`src/rtl/stream_input_node.sv`:
```
// Grid-edge source node: host loads values into a FIFO, and a three-state write
// FSM offers them one at a time on a single fixed port using the req/ack handshake.
module stream_input_node #(
  parameter int DEPTH   = 16,
  parameter int OUT_DIR = 1,
  parameter int VAL_MAX = 999
) (
  input  logic               clk,
  input  logic               reset_n,
  input  logic               loadValid,
  input  logic signed [11:0] loadData,
  output logic               loadReady,
  output logic signed [11:0] upOut,
  output logic signed [11:0] downOut,
  output logic signed [11:0] leftOut,
  output logic signed [11:0] rightOut,
  output logic        [3:0]  requestWrite,
  output logic        [3:0]  ackRead,
  input  logic        [3:0]  dataReady,
  input  logic        [3:0]  ackWrite,
  output logic               fifoEmpty,
  output logic        [7:0]  sentCount
);

  localparam int AW = $clog2(DEPTH);
  localparam int CW = AW + 1;
  localparam logic [CW-1:0]     FULL_CNT = CW'(DEPTH);
  localparam logic [3:0]        DIR_MASK = 4'b0001 << OUT_DIR;
  localparam logic signed [11:0] VMAX    = 12'(VAL_MAX);
  localparam logic signed [11:0] VMIN    = -VMAX;

  typedef enum logic [1:0] {
    IDLE    = 2'd0,
    OFFER   = 2'd1,
    RELEASE = 2'd2
  } state_t;

  function automatic logic signed [11:0] saturate(input logic signed [11:0] v);
    if (v > VMAX) begin
      saturate = VMAX;
    end else if (v < VMIN) begin
      saturate = VMIN;
    end else begin
      saturate = v;
    end
  endfunction

  logic signed [11:0] mem_r [DEPTH];
  logic [AW-1:0]      wr_ptr_r;
  logic [AW-1:0]      rd_ptr_r;
  logic [CW-1:0]      count_r;
  state_t             state_r;
  state_t             state_s;
  logic signed [11:0] data_r;
  logic               req_r;
  logic [7:0]         sent_r;
  logic               push_s;
  logic               pop_s;
  logic               offer_s;
  logic               ack_s;
  logic               empty_s;
  logic               full_s;
  logic               unused_s;

  assign empty_s   = (count_r == {CW{1'b0}});
  assign full_s    = (count_r == FULL_CNT);
  // Held low during reset so nothing is accepted while the node is cleared.
  assign loadReady = reset_n & ~full_s;
  assign push_s    = loadValid & loadReady;
  assign ack_s     = |(ackWrite & DIR_MASK);
  assign unused_s  = ^dataReady;

  assign upOut        = (OUT_DIR == 0) ? data_r : 12'sd0;
  assign downOut      = (OUT_DIR == 1) ? data_r : 12'sd0;
  assign leftOut      = (OUT_DIR == 2) ? data_r : 12'sd0;
  assign rightOut     = (OUT_DIR == 3) ? data_r : 12'sd0;
  assign requestWrite = req_r ? DIR_MASK : 4'b0000;
  assign ackRead      = 4'b0000;
  assign fifoEmpty    = empty_s;
  assign sentCount    = sent_r;

  // FIFO storage; the saturated value lands at the tail.
  always_ff @(posedge clk) begin
    if (push_s) begin
      mem_r[wr_ptr_r] <= saturate(loadData);
    end
  end

  // FIFO pointers and occupancy count.
  always_ff @(posedge clk or negedge reset_n) begin
    if (!reset_n) begin
      wr_ptr_r <= {AW{1'b0}};
      rd_ptr_r <= {AW{1'b0}};
      count_r  <= {CW{1'b0}};
    end else begin
      if (push_s) begin
        wr_ptr_r <= wr_ptr_r + AW'(1);
      end
      if (pop_s) begin
        rd_ptr_r <= rd_ptr_r + AW'(1);
      end
      case ({push_s, pop_s})
        2'b10:   count_r <= count_r + CW'(1);
        2'b01:   count_r <= count_r - CW'(1);
        default: count_r <= count_r;
      endcase
    end
  end

  // Write FSM state register.
  always_ff @(posedge clk or negedge reset_n) begin
    if (!reset_n) begin
      state_r <= IDLE;
    end else begin
      state_r <= state_s;
    end
  end

  // Next state; RELEASE waits for the ack to drop so a held ack pops only once.
  always_comb begin
    state_s = state_r;
    pop_s   = 1'b0;
    offer_s = 1'b0;
    case (state_r)
      IDLE: begin
        if (!empty_s) begin
          offer_s = 1'b1;
          state_s = OFFER;
        end else begin
          state_s = IDLE;
        end
      end
      OFFER: begin
        if (ack_s) begin
          pop_s   = 1'b1;
          state_s = RELEASE;
        end else begin
          state_s = OFFER;
        end
      end
      RELEASE: begin
        if (!ack_s) begin
          state_s = IDLE;
        end else begin
          state_s = RELEASE;
        end
      end
      default: begin
        state_s = IDLE;
      end
    endcase
  end

  // Registered port data, request and delivery counter.
  always_ff @(posedge clk or negedge reset_n) begin
    if (!reset_n) begin
      data_r <= 12'sd0;
      req_r  <= 1'b0;
      sent_r <= 8'd0;
    end else begin
      if (offer_s) begin
        data_r <= mem_r[rd_ptr_r];
        req_r  <= 1'b1;
      end else if (pop_s) begin
        req_r  <= 1'b0;
        sent_r <= sent_r + 8'd1;
      end
    end
  end

endmodule

```
`config.mk`:
```
export PLATFORM = sky130hd
export DESIGN_NAME = stream_input_node
export DESIGN_NICKNAME = d
export VERILOG_FILES = /design/src/rtl/stream_input_node.sv
export SDC_FILE = /design/constraint.sdc
export NUM_CORES = 1
export LEC_CHECK = 0
export CAP_MARGIN = 20
export CELL_PAD_IN_SITES_DETAIL_PLACEMENT = 1
export CELL_PAD_IN_SITES_GLOBAL_PLACEMENT = 2
export CORE_MARGIN = 4
export CORE_UTILIZATION = 40
export CTS_BUF_LIST = sky130_fd_sc_hd__clkbuf_4
export DETAILED_ROUTE_END_ITERATION = 12
export PLACE_DENSITY = 0.71
export SLEW_MARGIN = 20
export SYNTH_ARGS = -nofsm -noshare
export SYNTH_HDL_FRONTEND = slang
export SYNTH_SLANG_ARGS = --single-unit
export TNS_END_PERCENT = 1
```
`constraint.sdc`:
```
create_clock -name clk -period 3.38 [get_ports clk]
set_input_delay 0.507 -clock clk [delete_from_list [all_inputs] [get_ports clk]]
set_output_delay 0.507 -clock clk [all_outputs]
set_load 0.05 [all_outputs]
```
Word-level counts from Yosys, hierarchy flattened
Memories as Yosys holds them, arrays and structs flattened. A register that Yosys moved wholly into a read port is not among the register bits.
Cells that the tools add are included.
{"block": "totals", "in_bits": 23, "reg_bits": 24, "n_memories": 1, "word_cells": 46, "ram_bits": 192, "out_inout_bits": 66}
{"memory": "mem_r", "depth": 16, "word_bits": 12, "read_ports": 1, "rd_ports_with_merged_regs": 1, "wr": 1, "line_no": "48", "source": "logic signed [11:0] mem_r [DEPTH];"}
{"block": "classes", "n_addsub": 5, "n_lt_le_gt_ge": 2, "reduce_logical": 6, "muxes": 17, "n_bitwise": 4, "n_eq_ne": 5}
{"op": "2-to-1 mux 12 bit", "count": 3}
{"op": "greater-than comparator 12 x 11 -> 1 bit (second input constant)", "count": 1}
{"op": "< comparator 12 x 11 -> 1 bit (second input constant)", "count": 1}
{"op": "one-hot mux 5 bit (2 select lines)", "count": 1}
{"op": "2-to-1 mux 1 bit", "count": 9}
{"op": "adder 4 x 1 -> 4 bit (second input constant)", "count": 2}
{"op": "adder 8 x 1 -> 8 bit (second input constant)", "count": 1}
{"op": "2-to-1 mux 2 bit", "count": 3}
{"op": "one-hot mux 2 bit (3 select lines)", "count": 1}
{"op": "adder 5 x 1 -> 5 bit (second input constant)", "count": 1}
{"op": "equality test 5 bit (second input constant)", "count": 1}
{"op": "zero test 5 bit", "count": 1}
{"op": "subtractor 5 x 1 -> 5 bit (second input constant)", "count": 1}
{"op": "equality test 2 x 1 -> 1 bit (second input constant)", "count": 2}
{"op": "equality test 2 bit (second input constant)", "count": 2}
{"op": "nonzero test 2 bit", "count": 2}
{"op": "AND 1 bit", "count": 2}
{"op": "zero test 2 bit", "count": 1}
{"op": "NOT 1 bit", "count": 2}
{"op": "AND reduction 2 bit", "count": 1}
{"op": "zero test 1 bit", "count": 1}

Longest topological paths before layout
{"block": "logic_depth", "depth_word": 6, "ltp_mapped": 13, "ltp_nobuf": 10}

Worst setup path after synthesis
No wires, ideal clock.
{"block": "synth_path", "kind": "flip-flop to flip-flop", "startpoint": "register count_r[2]", "endpoint": "register count_r[4]", "path_buffers": 3, "slack_ps": 494, "setup_time_ps": 123, "stages_incl_launch_ff": 14, "arrival_ps": 2763, "path_cell_list": "dfrtp_1 -> or4_1 -> buf_2 -> o211a_1 -> buf_6 -> inv_1 -> ha_1 -> clkbuf_1 -> xor2_1 -> ha_1 -> o211a_1 -> o31ai_1 -> a31oi_1 -> xnor2_1"}
{"block": "synth_via", "elab_chain_len": 6}
{"element": "start: declaration", "line_no": "51", "source": "logic [CW-1:0] count_r;"}
{"element": "start signal: assignment", "line_no": "94", "source": "count_r <= {CW{1'b0}};"}
{"element": "start signal: assignment", "line_no": "103", "source": "2'b10: count_r <= count_r + CW'(1);"}
{"element": "start signal: assignment", "line_no": "104", "source": "2'b01: count_r <= count_r - CW'(1);"}
{"element": "equality test 5 bit", "line_no": "66", "source": "assign full_s = (count_r == FULL_CNT);"}
{"element": "NOT 1 bit", "line_no": "68", "source": "assign loadReady = reset_n & ~full_s;"}
{"element": "AND 1 bit", "line_no": "68"}
{"element": "AND 1 bit", "line_no": "69", "source": "assign push_s = loadValid & loadReady;"}
{"element": "equality test 2 x 1 -> 1 bit / equality test 2 bit (equally long branches)", "line_no": "102", "source": "case ({push_s, pop_s})"}
{"element": "one-hot mux 5 bit (2 select lines) / nonzero test 2 bit (equally long branches)"}
Parallel ways exist; a longest one is shown, timed or not.
A chain may end at the register's enable or synchronous reset.

Worst setup path in the final report
{"block": "layout_path", "startpoint": "register count_r[2]", "endpoint": "output loadReady"}
{"block": "layout_via", "elab_chain_len": 3}
{"element": "equality test 5 bit", "line_no": "66"}
{"element": "NOT 1 bit", "line_no": "68"}
{"element": "AND 1 bit", "line_no": "68"}
{"element": "end: declaration", "line_no": "12", "source": "output logic loadReady,"}
Every way passes these cells.

==> results_dict.tcl <==
set metrics [dict create \
    yosysMostFrequentCell "edfxtp_1" \
    fin_nets 674 \
    drc 0 \
    num_rows 56 \
    syn-instance-count 543 \
    finalCritPeriodShare_pct 94.8 \
    area_growth_syn_to_layout_pct 14.3 \
    start_kind "register" \
    final-seq-area_mm2 0.00667 \
    die_area_mm2 0.0267 \
    clk_latency_ns 0.67 \
    drt_iter0_drc 303 \
    seqPwrFrac_pct 41.1 \
    status "finished, final reports clean" \
    yosysUniqueCellTypes 44 \
    clk_pin_slew_ns 0.06 \
    setup_viol 0 \
    die_w_um 163 \
    timing.final.hold_violations 0 \
    post_cts_buffers 0 \
    path_class "register to output port" \
    cts_buffer_depth 3 \
    netlist_area_mm2 0.00965 \
    relSlewSlack_pct 31.7 \
    htreeDepth 2 \
    dpl_cell_area_mm2 0.0103 \
    yosys-top-cells-area "edfxtp_1, dfrtp_1, mux4_2" \
    whs_ns 0.467 \
    hp-class "input port to async pin" \
    worstPathArrival_ns 2.70 \
    synth_edf_count 192 \
    switching_share_pct 34.5 \
    worstMarginPinSlew_ns 1.02 \
    leakagePower_nw 4.02 \
    synthFlopType "edfxtp_1" \
    post-synth-top-area-cell "edfxtp_1" \
    slowest_delay_ns 0.70 \
    vias_per_cell 5.04 \
    gr-usage-all-layers_pct 15.4 \
    grt_setup_unrepaired "no" \
    required_ns 2.87 \
    fin_worst_skew_ns 0.0321 \
    wirelength_um 20000 \
    dp_hpwl_um 12000 \
    io_pins 89 \
    wire_per_inst_um 20.0 \
    cts_tree "built" \
    antenna_found_initial 1 \
    cts_inserted_buffers 58 \
    synth_commonest_cells "edfxtp_1, buf_4, mux4_2, dfrtp_1, nor2_1" \
    die_h_um 163 \
    drive_gt1_share_pct 23.9 \
    overflow 0 \
    grt_pass1_vias 5482 \
    ant_nets 0 \
    max_cap_violations 0 \
    fmax_mhz 312 \
    grt_max_degree 52 \
    via_count 5046 \
    period_minus_slack_ns 3.21 \
    initial_utilization_pct 40.8 \
    firstDrtPassIters 4 \
    gp_congestion 0.783 \
    p_int_mw 5.89 \
    stdcell_area_mm2 0.0110 \
    fillerInstances 2320 \
    cp_max_fo 7 \
    combPwrFrac_pct 33.5 \
    cts-root-buf "clkbuf_4" \
    synthArstFlopShare_pct 15.8 \
    yosysTopAreaCellShare_pct 59.8 \
    avgSynthCellArea_um2 17.8 \
    cp_slowest_cell "clkdlybuf4s50_1" \
    end_kind "output port" \
    ys_seq_elements 228 \
    maxSlewViolCount 0 \
    power.switching_mw 3.10 \
    seq_area_frac_synth_pct 69.1 \
    core-area_mm2 0.0236 \
    power.density_mw_per_mm2 816 \
    clockPowerShare_pct 25.3 \
    cts.sinks 228 \
    fin_setup_tns_ns 0 \
    ys_warn_count 0 \
    irDropWorstVdd_mv 0.460 \
    grt_first_pass_wirelength_um 31400 \
    path_cells "or4_1, o21a_1, clkdlybuf4s50_1" \
    numPortBuffers 38 \
    multi_input_area_mm2 0.00256 \
]
==> layer usage <==
metal  part of all wire, %  GRT usage, %  wire length, um
met2                    50          26.2             9920
met5                     0             0                0
met4                   1.7          5.03              345
met1                    42          19.9             8480
met3                   6.2          3.26             1240
==> state kept, by name (all words and copies together), names as in the netlist <==
register,count
req_r,1
rd_ptr_r,4
wr_ptr_r,4
sentCount,8
downOut,12
state_r,2
mem_r,192
count_r,5
==> kinds of logic (layout without fill, tap and decap cells) <==
group | Yosys count | after routing | synth area share, %
muxes | 63 | 63 | 13.2
other | 1 | 44 | 0.0389
xor gates and xnor gates | 19 | 19 | 1.73
adders and majority gates | 11 | 11 | 1.43
buffers and inverters | 87 | 184 | 5.99
AOI/OAI and AO/OA | 66 | 66 | 4.85
and+or+nand+nor | 68 | 68 | 3.70
DFF | 228 | 228 | 69.1
==> metrics by stage <==
step | power (mW) | setup WS (ns) | utilization (%) | std cells
global route | 9.53 | 0.0330 | 46.7 | 1002
global placement | 6.71 | 0.328 | 43.6 | 898
finish | 8.99 | 0.175 | 46.7 | 1002
floorplan | 6.08 | 0.494 | - | 585
detailed placement | 6.81 | 0.208 | 43.6 | 898
CTS | 9.12 | 0.0576 | 46.6 | 1001
==> power by group through the flow <==
stage               sequential, mW  clock, mW  combinational (mW)
floorplan                     3.98          0                2.10
global placement              3.73          0                2.98
detailed placement            3.76          0                3.06
CTS                           3.70       2.35                3.07
global route                  3.74       2.52                3.27
finish                        3.70       2.28                3.01
==> final cells by class <==
cell class / count / share of cell area, %
antenna: 1 / 0.0227
clock buffer: 82 / 5.59
clock inverter: 20 / 0.954
inverter: 14 / 0.477
multi-input combinational: 270 / 23.2
sequential: 228 / 60.5
tap: 319 / 3.62
timing repair buffer: 68 / 5.61
==> repair_timing <==
| item | CTS | global route |
|---|---|---|
| setup endpoints to repair | 0 | 1 |
| resized for setup | 0 | 1 |
| endpoints found under the hold margin | 36 | 0 |
| hold buffers | 1 | 0 |
==> worst paths after layout <==
path	cells after the start	start	end	slack [ns]
setup reg to reg	10	count_r[2]	count_r[4]	0.20
max in group asynchronous	3	reset_n	rd_ptr_r[0]	2.50
hold / removal	3	reset_n	count_r[4]	0.47
min in group clk	1	sentCount[7]	sentCount[7]	0.47
hold reg to reg	1	sentCount[7]	sentCount[7]	0.47
setup / recovery	3	count_r[2]	loadReady	0.17
==> worst max-delay path, delay by kind of cell (launching register included) <==
family	cells	cell delay, ns
simple gates	1	0.67
flops	1	0.45
buf+inv	1	0.70
compound gates	1	0.23
==> layout by cell type (no fill, tap or decap), drive strengths merged, types with 3 or more instances in the layout <==
cell type / n
xor2: 8
xnor2: 11
nor2b: 14
nand4: 5
nand2b: 3
a22o: 12
conb: 43
buf: 30
mux4: 48
inv: 15
dfrtp: 36
mux2: 3
nor3: 5
a211o: 12
edfxtp: 192
nor2: 19
o21a: 4
a21oi: 15
clkdlybuf4s50: 36
nand2: 11
clkinv: 18
o21ai: 15
clkbuf: 82
mux2i: 12
ha: 11
Note: power is estimated with default switching activity, not from simulation.
